==> src/rtl/data_select_pkg.sv <==
// Shared types and constants for the data_select controller: select codes,
// controller states, result/bundle geometry and the saturation helpers.
package data_select_pkg;

  localparam int DATA_W    = 8;
  localparam int RES_W     = 9;
  localparam int NUM_SLOTS = 4;
  localparam int BUNDLE_W  = NUM_SLOTS * RES_W;

  typedef logic [1:0] sel_t;

  localparam sel_t SEL_A   = 2'b00;
  localparam sel_t SEL_B   = 2'b01;
  localparam sel_t SEL_ADD = 2'b10;
  localparam sel_t SEL_SUB = 2'b11;

  // Bundle slot index equals the select code that produced it.
  localparam int SLOT_A   = 0;
  localparam int SLOT_B   = 1;
  localparam int SLOT_ADD = 2;
  localparam int SLOT_SUB = 3;

  localparam logic [RES_W-1:0] SAT_MAX = 9'h07F;
  localparam logic [RES_W-1:0] SAT_MIN = 9'h180;

  typedef enum logic [1:0] {
    ST_IDLE,
    ST_ISSUE,
    ST_DRAIN,
    ST_HOLD
  } state_t;

  typedef struct packed {
    logic valid;
    sel_t tag;
  } tag_t;

  // A 9-bit value fits in 8 signed bits only when its top two bits agree.
  function automatic logic out_of_range(input logic [RES_W-1:0] c);
    return c[RES_W-1] != c[RES_W-2];
  endfunction

  function automatic logic [RES_W-1:0] clamp(input logic [RES_W-1:0] c);
    if (!out_of_range(c)) return c;
    return c[RES_W-1] ? SAT_MIN : SAT_MAX;
  endfunction

endpackage

==> src/rtl/data_select_tag_pipe.sv <==
// DEPTH-stage shift of {valid, tag} that marks which select code the
// arithmetic unit's current result belongs to.
module data_select_tag_pipe
  import data_select_pkg::*;
#(
  parameter int DEPTH = 1
) (
  input  logic clk,
  input  logic rst_n,
  input  tag_t in_tag,
  output tag_t out_tag
);

  tag_t stage [DEPTH];

  // NOTE: every stage is reset, not just valid bits: a reset must flush
  // in-flight tags so no stale capture can follow it.
  // NOTE: non-blocking assignments so each stage takes its neighbour's old value.
  always_ff @(posedge clk or negedge rst_n) begin
    if (!rst_n) begin
      for (int i = 0; i < DEPTH; i++) stage[i] <= '0;
    end else begin
      stage[0] <= in_tag;
      for (int i = 1; i < DEPTH; i++) stage[i] <= stage[i-1];
    end
  end

  assign out_tag = stage[DEPTH-1];

endmodule

==> src/rtl/data_select_ctrl.sv <==
// Initiator for the registered select/arithmetic unit: issues all four codes for
// one operand pair and returns the four results as one bundle.
// Optional clamping of results to 8-bit signed range: DATA_SELECT_CTRL_SAT_EN.
module data_select_ctrl
  import data_select_pkg::*;
#(
  parameter int RESP_LAT = 1
) (
  input  logic                clk,
  input  logic                rst_n,
  input  logic                in_valid,
  output logic                in_ready,
  input  logic [DATA_W-1:0]   in_a,
  input  logic [DATA_W-1:0]   in_b,
  output logic [DATA_W-1:0]   a_o,
  output logic [DATA_W-1:0]   b_o,
  output logic [1:0]          select_o,
  input  logic [RES_W-1:0]    c_i,
  output logic                out_valid,
  input  logic                out_ready,
  output logic [BUNDLE_W-1:0] out_res,
  output logic                out_ovf
);

  state_t state_q, state_d;
  logic [DATA_W-1:0] a_q, b_q;
  sel_t              sel_q;
  logic [NUM_SLOTS-1:0][RES_W-1:0] res_q;

  tag_t       issue_tag, exit_tag;
  logic       accept, capture;
  logic [RES_W-1:0] cap_val;

  // The select register doubles as the issue counter.
  assign issue_tag.valid = (state_q == ST_ISSUE);
  assign issue_tag.tag   = sel_q;

  data_select_tag_pipe #(.DEPTH(RESP_LAT)) u_tag_pipe (
    .clk     (clk),
    .rst_n   (rst_n),
    .in_tag  (issue_tag),
    .out_tag (exit_tag)
  );

  // NOTE: defaults first so no path through the case leaves a signal unassigned.
  always_comb begin
    state_d = state_q;
    accept  = 1'b0;
    capture = 1'b0;
    case (state_q)
      ST_IDLE: begin
        if (in_valid) begin
          accept  = 1'b1;
          state_d = ST_ISSUE;
        end
      end
      ST_ISSUE: begin
        capture = exit_tag.valid;
        if (sel_q == SEL_SUB) state_d = ST_DRAIN;
      end
      ST_DRAIN: begin
        capture = exit_tag.valid;
        if (exit_tag.valid && exit_tag.tag == SEL_SUB) state_d = ST_HOLD;
      end
      ST_HOLD: begin
        if (out_ready) state_d = ST_IDLE;
      end
      default: state_d = ST_IDLE;
    endcase
  end

`ifdef DATA_SELECT_CTRL_SAT_EN
  logic ovf_q;
  assign cap_val = clamp(c_i);

  always_ff @(posedge clk or negedge rst_n) begin
    if (!rst_n) begin
      ovf_q <= 1'b0;
    end else if (accept) begin
      ovf_q <= 1'b0;
    end else if (capture && out_of_range(c_i)) begin
      ovf_q <= 1'b1;
    end
  end

  assign out_ovf = ovf_q;
`else
  assign cap_val = c_i;
  assign out_ovf = 1'b0;
`endif

  always_ff @(posedge clk or negedge rst_n) begin
    if (!rst_n) begin
      state_q <= ST_IDLE;
      a_q     <= '0;
      b_q     <= '0;
      sel_q   <= SEL_A;
      res_q   <= '0;
    end else begin
      state_q <= state_d;
      if (accept) begin
        a_q   <= in_a;
        b_q   <= in_b;
        sel_q <= SEL_A;
        res_q <= '0;
      end else if (state_q == ST_ISSUE && sel_q != SEL_SUB) begin
        sel_q <= sel_q + 2'd1;
      end
      if (capture) res_q[exit_tag.tag] <= cap_val;
    end
  end

  // in_ready is forced low while reset is asserted, not just after it.
  assign in_ready  = rst_n && (state_q == ST_IDLE);
  assign out_valid = (state_q == ST_HOLD);
  assign a_o       = a_q;
  assign b_o       = b_q;
  assign select_o  = sel_q;
  assign out_res   = res_q;

endmodule

==> config.mk <==
export PLATFORM = sky130hd
export DESIGN_NAME = data_select_ctrl
export DESIGN_NICKNAME = d
export VERILOG_FILES = /design/src/rtl/data_select_pkg.sv /design/src/rtl/data_select_tag_pipe.sv /design/src/rtl/data_select_ctrl.sv
export SDC_FILE = /design/constraint.sdc
export NUM_CORES = 1
export LEC_CHECK = 0
export CAP_MARGIN = 5
export CELL_PAD_IN_SITES_DETAIL_PLACEMENT = 1
export CELL_PAD_IN_SITES_GLOBAL_PLACEMENT = 2
export CORE_AREA = 2 2 72 125
export CTS_BUF_LIST = sky130_fd_sc_hd__clkbuf_2 sky130_fd_sc_hd__clkbuf_4 sky130_fd_sc_hd__clkbuf_8
export DETAILED_ROUTE_END_ITERATION = 6
export DIE_AREA = 0 0 74 127
export PLACE_DENSITY_LB_ADDON = 0.1
export SLEW_MARGIN = 30
export SYNTH_ARGS = -nofsm -noshare
export SYNTH_HDL_FRONTEND = slang
export SYNTH_HIERARCHICAL = 1
export SYNTH_SLANG_ARGS = --single-unit
==> constraint.sdc <==
create_clock -name clk -period 4.2 [get_ports clk]
set_input_delay 0.84 -clock clk [delete_from_list [all_inputs] [get_ports clk]]
set_output_delay 0.84 -clock clk [all_outputs]
set_load 0.05 [all_outputs]
# Yosys cells after proc, flatten, opt, wreduce, memory -nomap -nowiden
# Cells that the tools add are included.
op_classes:
  addsub: 1
  magnitude_cmp: 2
  mux: 15
  reduce_logical: 8
  n_eq_ne: 10
op_table:
  columns: ["op", "count"]
  rows:
  - ["36-bit two-way mux", 2]
  - ["36-bit bitwise mux", 1]
  - ["9-bit demux with 2-bit select", 1]
  - ["2-bit two-way mux", 6]
  - ["9-bit two-way mux", 1]
  - ["2-bit equality test, second input constant", 4]
  - ["2-bit inequality test, second input constant", 4]
  - ["2-bit case mux with 4 select lines", 1]
  - ["1-bit logical AND", 4]
  - ["4-bit AND reduction", 1]
  - ["2-bit by 3-bit < comparator with 1-bit output, second input constant", 1]
  - ["1-bit two-way mux", 3]
  - ["2-bit by 1-bit adder with 2-bit output, second input constant", 1]
  - ["2-bit by 1-bit equality test with 1-bit output, second input constant", 1]
  - ["2-bit by 1-bit >= comparator with 1-bit output, second input constant", 1]
  - ["2-bit zero test", 1]
  - ["2-bit by 1-bit inequality test with 1-bit output, second input constant", 1]
  - ["2-bit nonzero test", 1]
  - ["2-bit OR reduction", 1]
word_totals:
  reg_bits: 59
  elab_cells: 46
  in_bits: 29

# Longest topological paths before layout
# Gate-level depths: netlist of run 1.
depth:
  depth_word: 6
  ltp_mapped: 7

# Modules after synthesis
# Netlist of run 1, hierarchy kept.
by_module_without_submodules:
  columns: ["module", "n_inst", "seq_area_each_um2", "area_per_inst_um2", "cells_per_inst"]
  rows:
  - ["data_select_ctrl", 1, 1401.3, 2379.8, 224]
  - ["data_select_tag_pipe", 1, 75.1, 75.1, 3]

# Worst setup path before layout of run 1
# No wires, ideal clock.
synth_path:
  path_type: "input-to-output"
  from: "in rst_n"
  to: "out in_ready"
  path_buffers: 0
  arrival_ns: 1.252
  slack_ns: 2.108
  cell_stages: 1
  path_cell_list: "and2_1"
synth_via:
  elab_chain_cells: 1
synth_lines:
  columns: ["element", "line", "rtl"]
  rows:
  - ["from (decl)", "data_select_ctrl.sv:10", "input logic rst_n,"]
  - ["1-bit logical AND", "data_select_ctrl.sv:114", "assign in_ready = rst_n && (state_q == ST_IDLE);"]
  - ["to (decl)", "data_select_ctrl.sv:12", "output logic in_ready,"]
# Every way passes these cells.

# Final worst setup path of run 1
layout_path:
  from: "reg state_q[0]"
  to: "out in_ready"
layout_via:
  elab_chain_cells: 2
layout_lines:
  columns: ["element", "line", "rtl"]
  rows:
  - ["from (decl)", "data_select_ctrl.sv:25", "state_t state_q, state_d;"]
  - ["from (signal assigned)", "data_select_ctrl.sv:100", "state_q <= state_d;"]
  - ["2-bit zero test", "data_select_ctrl.sv:114", null]
  - ["1-bit logical AND", "data_select_ctrl.sv:114", null]
# Every way passes these cells.

==> results of run 1 <==
==> sequential cells by signal, summed over array words and instances (netlist names) <==
signal              count
a_o                     8
b_o                     8
out_res                36
select_o                2
state_q                 2
u_tag_pipe/out_tag      3
==> final cells by class <==
cell class	count	share of cell area (%)
Timing Repair Buffer	86	24.0
Clock inverter	2	0.282
Inverter	2	0.211
Multi-Input combinational cell	150	25.0
Sequential cell	59	41.6
Clock buffer	14	4.90
Tap cell	115	4.05
==> logic make-up (layout without fill, tap and decap cells) <==
logic type / Yosys count / count (layout)
AND/OR/NAND/NOR: 84 / 84
flip-flops: 59 / 59
AO/OA/AOI/OAI: 40 / 40
multiplexers: 18 / 18
buffers and inverters: 18 / 104
adder cells (fa/ha/maj): 6 / 6
other: 1 / 1
XOR/XNOR: 1 / 1
==> power by group <==
part           internal [uW]  switching (uW)
logic                    602            1140
clock network            264             215
registers                806             138
==> layer usage <==
layer / up-vias / share of wire (%)
met5: - / 0
li1: 906 / -
met3: 12 / 5.7
met2: 58 / 51
met1: 910 / 41
met4: 0 / 2.5
==> per-stage QoR <==
step,hold slack [ns],setup slack [ns]
2_1_floorplan,0.398,2.11
3_3_place_gp,0.444,1.47
3_5_place_dp,0.449,1.48
4_1_cts,0.473,1.23
5_1_grt,0.498,1.15
6_report,0.461,1.27
==> cell usage after synthesis (all sizes together) <==
cell type | count | share of area, %
a2111oi | 1 | 1.1
and4 | 1 | 0.41
dfrtp | 59 | 60
and2b | 2 | 0.71
a2bb2oi | 1 | 0.36
inv | 2 | 0.31
xnor2 | 1 | 0.36
and2 | 1 | 0.26
nand3 | 1 | 0.41
o21ai | 36 | 7.3
and4bb | 1 | 0.51
nor3 | 1 | 0.20
mux2 | 17 | 8.0
mux2i | 1 | 0.41
conb | 1 | 0.15
clkbuf | 3 | 0.46
nand2 | 73 | 11
nor2 | 1 | 0.15
nor2b | 1 | 0.26
a21oi | 2 | 0.41
and4b | 2 | 0.92
buf | 13 | 3.0
ha | 6 | 3.1
==> worst max path at each step <==
stage	start	cells past startpoint	slack, ns	end
3_3_place_gp	rst_n	3	1.47	in_ready
3_5_place_dp	rst_n	3	1.48	in_ready
5_1_grt	state_q[0]	4	1.15	in_ready
2_1_floorplan	rst_n	1	2.11	in_ready
6_report	state_q[0]	4	1.27	in_ready
4_1_cts	state_q[0]	4	1.23	in_ready
==> worst max-delay path, cell delays in order (launching register included) <==
cell and delay, ns:
dfrtp_1 0.43, inv_1 0.13, ha_1 0.25, and2_1 0.15
clkdlybuf4s50_1 0.79
==> results_dict.tcl, run 1 <==
set metrics [dict create \
    status "finished clean" \
    busiest_layer "met2" \
    synth_top_family_by_area "simple AND/OR/NAND/NOR gates" \
    dp_hpwl_microns 4640 \
    clkTransAtPathRegs_ns 0.06 \
    post_dp_cell_area_sq_um 3370 \
    min_period_ns 2.93 \
    drc 0 \
    max_slew_margin_pct 41.2 \
    fill_cells 922 \
    powerDensity_nw_per_um2 891 \
    io_pins 86 \
    synthAdderAreaFrac_pct 3.06 \
    grt.met2_usage_pct 25.7 \
    r2r_cells 6 \
    utilization_pct 42.7 \
    instances_no_fill 428 \
    clk_path_buf_depth 2 \
    ir_drop_uv 319 \
    multiInputGateArea_sq_um 890 \
    rows 44 \
    grt_pass1_wl_microns 10600 \
    cts_resized 0 \
    setup_viol 0 \
    portBuffers 84 \
    synth-compound-area-share_pct 9.23 \
    synthSimpleGateAreaFrac_pct 15.0 \
    fin_skew_ns 0.00580 \
    grtUsageMet3_pct 4.34 \
    period_share_pct 69.7 \
    synth_cell_type_count 28 \
    met1_usage_pct 18.1 \
    ys_ff_latch 59 \
    final_common_cell "clkdlybuf4s50_1" \
    finalMaxSlewViolations 0 \
    crit_required_ns 3.36 \
    htree_num_levels 3 \
    syn_inst 227 \
    viasPerCell 4.41 \
    setup_tns_ns 0 \
    dieWidth_microns 74 \
    avgSynthCellArea_sq_um 10.8 \
    clock-sinks 59 \
    regToRegSetupSlack_ns 2.12 \
    start_util_pct 29.5 \
    regArea_sq_um 1480 \
    num-nets-final 343 \
    worst-path-max-fanout 5 \
    path_class "flip-flop to output pin" \
    cap_violations 0 \
    chipHeight_microns 127 \
    reg2reg_to "out_res[24]" \
    syn_nets 262 \
    grt_max_degree 60 \
    synth-xor-area-share_pct 0.357 \
    timing.fmax_ghz 0.342 \
    cts_tree "yes" \
    wire_per_inst_microns 15.3 \
    clock_latency_ns 0.34 \
    cts_setup_buffers 0 \
    final_cell_mix "clkdlybuf4s50_1, nand2_1, dfrtp_1" \
    dp_cells 412 \
    min_from "select_o[1]" \
    gp_congestion 0.690 \
    yosys_warnings 6 \
    overflow 0 \
    worstReg2RegStart "state_q[0]" \
    grt_setup_unrepaired "false" \
    vias 1886 \
    dr.first_iter.drc_count 108 \
    worstPathArrival_ns 2.09 \
    hold_end "u_tag_pipe/out_tag[1]" \
    grt_pass1_vias 1996 \
    area_delta_synth_final_pct 44.7 \
    cts_buffers 9 \
    wl_microns 6550 \
    grt_use_total_pct 15.6 \
    hp-class "flip-flop to flip-flop" \
    hold_violations 0 \
    finalPower_uw 3170 \
    hold_depth 0 \
    grt_antenna_before_repair 0 \
    synth_seq_area_share_pct 60.1 \
    crit_path_start_kind "flip-flop" \
    critPathCaptureType "output pin" \
    total_leakage_power_uw 0.00150 \
    stdcell_area_sq_um 3550 \
    syn_area_sq_um 2450 \
    core_sq_um 8310 \
    root_buffer "clkbuf_8" \
    synth_mux_area_share_pct 8.36 \
    dr.pass1.iters 3 \
    worstMarginPinSlew_ns 0.879 \
    ctsHoldBuffers 0 \
    fp.dieArea_sq_um 9400 \
    drive_gt1_share_pct 12.5 \
    postRouteAntennaNets 0 \
    diodes 0 \
]
Note: power is estimated with default switching activity, not from simulation.
==> run 2, diff against run 1 <==
--- a/config.mk
+++ b/config.mk
@@ -8,10 +8,10 @@
 export CAP_MARGIN = 5
 export CELL_PAD_IN_SITES_DETAIL_PLACEMENT = 1
 export CELL_PAD_IN_SITES_GLOBAL_PLACEMENT = 2
-export CORE_AREA = 2 2 72 125
+export CORE_AREA = 2 2 74 129
 export CTS_BUF_LIST = sky130_fd_sc_hd__clkbuf_2 sky130_fd_sc_hd__clkbuf_4 sky130_fd_sc_hd__clkbuf_8
 export DETAILED_ROUTE_END_ITERATION = 6
-export DIE_AREA = 0 0 74 127
+export DIE_AREA = 0 0 76 131
 export PLACE_DENSITY_LB_ADDON = 0.1
 export SLEW_MARGIN = 30
 export SYNTH_ARGS = -nofsm -noshare
==> constraint.sdc (replaced) <==
create_clock -name clk -period 2.9 [get_ports clk]
set_input_delay 0.58 -clock clk [delete_from_list [all_inputs] [get_ports clk]]
set_output_delay 0.58 -clock clk [all_outputs]
set_load 0.05 [all_outputs]
==> results_dict.tcl, run 2 (synthesis results as in run 1) <==
set metrics [dict create \
    slowest_delay_ns 0.81 \
    diodes 0 \
    min_period_ns 2.32 \
    drive_gt1_share_pct 13.1 \
    htree_num_levels 3 \
    grt_max_degree 60 \
    post_dp_cell_area_sq_um 3390 \
    fin_skew_ns 0.00753 \
    wire_per_inst_microns 14.8 \
    grt_pass1_vias 1992 \
    crit_path_start_kind "flip-flop" \
    multiInputGateArea_sq_um 890 \
    chipHeight_microns 131 \
    cts_setup_buffers 0 \
    critPathBufInv 1 \
    area_delta_synth_final_pct 46.8 \
    postRouteAntennaNets 0 \
    final_common_cell "clkdlybuf4s50_1" \
    period_share_pct 79.9 \
    clkTransAtPathRegs_ns 0.06 \
    num-nets-final 344 \
    path_class "flip-flop to output pin" \
    worstMarginPinSlew_ns 0.778 \
    timing.fmax_ghz 0.431 \
    hp-class "input pin to async pin" \
    portBuffers 84 \
    dr.first_iter.drc_count 93 \
    regToRegSetupSlack_ns 0.99 \
    overflow 0 \
    powerDensity_nw_per_um2 1310 \
    hold_violations 0 \
    largest_reg_flops 36 \
    ir_drop_uv 566 \
    worstReg2RegStart "state_q[0]" \
    status "finished clean" \
    rows 46 \
    final_cell_mix "clkdlybuf4s50_1, nand2_1, dfrtp_1" \
    critPathSlowestCell "clkdlybuf4s50_1" \
    path_cells "ha_1 -> clkdlybuf4s50_1" \
    dp_hpwl_microns 4510 \
    setup_viol 0 \
    io_pins 86 \
    regArea_sq_um 1480 \
    gp_congestion 0.675 \
    finalMaxSlewViolations 0 \
    grt_use_total_pct 13.8 \
    worst-path-max-fanout 4 \
    cts_tree "yes" \
    cts_resized 0 \
    max_slew_margin_pct 48.1 \
    critPathCaptureType "output pin" \
    worstPathArrival_ns 1.74 \
    ctsHoldBuffers 0 \
    clk_path_buf_depth 2 \
    total_leakage_power_uw 0.00152 \
    wl_microns 6410 \
    critPathTopFamily "buffers and inverters" \
    setup_tns_ns 0 \
    clock_latency_ns 0.34 \
    start_util_pct 27.5 \
    fill_cells 1013 \
    cts_buffers 9 \
    dr.pass1.iters 4 \
    reg2reg_to "out_res[16]" \
    grt_antenna_before_repair 0 \
    root_buffer "clkbuf_8" \
    crit_required_ns 2.32 \
    vias 1923 \
    core_sq_um 8920 \
    drc 0 \
    fp.dieArea_sq_um 9960 \
    cap_violations 0 \
    stdcell_area_sq_um 3600 \
    grt_setup_unrepaired "false" \
    clock-sinks 59 \
    viasPerCell 4.43 \
    r2r_cells 6 \
    dieWidth_microns 76 \
    grt_pass1_wl_microns 10500 \
]
==> run 2: cell count changes in the layout (fill, tap and decap cells not counted), sizes merged <==
cell / change
clkdlybuf4s50: -1
bufinv: +2
clkbuf: -4
buf: +2
clkinv: +2
==> run 2: routing by layer <==
| layer | vias to the layer above | wire [microns] | GRT usage (%) |
|---|---|---|---|
| met5 | - | 0 | 0 |
| met4 | 0 | 157 | 8.02 |
| met3 | 10 | 304 | 3.16 |
| met2 | 58 | 3070 | 22.6 |
| met1 | 945 | 2880 | 16.8 |
| li1 | 910 | - | - |
==> run 2: how the worst max path moves through the flow <==
stage                     from     endpoint  slack [ns]  cells past startpoint
floorplan           state_q[0]   state_q[1]        1.07                      4
global placement      in_valid  out_res[12]        0.73                      5
detailed placement    in_valid   out_res[5]        0.65                      5
CTS                 state_q[0]    out_valid        0.55                      2
global route        state_q[0]    out_valid        0.49                      2
finish              state_q[0]    out_valid        0.58                      2
==> run 2: layout make-up <==
class	instances	area share, %
sequential	59	41.0
multi-input combinational	150	24.7
timing repair buffer	87	24.1
tap	120	4.17
clock buffer	10	3.65
clock inverter	6	2.22
inverter	2	0.208
==> run 2: where the power goes <==
| group | switching, uW | internal (uW) | total [uW] |
|---|---|---|---|
| combinational | 1650 | 885 | 2540 |
| clock | 331 | 487 | 818 |
| sequential | 210 | 1170 | 1380 |
==> run 2: stage by stage <==
| stage | cells | util (%) | setup WS (ns) | total power (uW) | hold slack [ns] |
|---|---|---|---|---|---|
| 2_1_floorplan | 227 | - | 1.07 | 3090 | 0.284 |
| 3_3_place_gp | 418 | 38.0 | 0.727 | 3930 | 0.429 |
| 3_5_place_dp | 418 | 38.0 | 0.652 | 3960 | 0.435 |
| 4_1_cts | 434 | 40.4 | 0.546 | 4800 | 0.450 |
| 5_1_grt | 434 | 40.4 | 0.489 | 4990 | 0.489 |
| 6_report | 434 | 40.4 | 0.582 | 4730 | 0.429 |
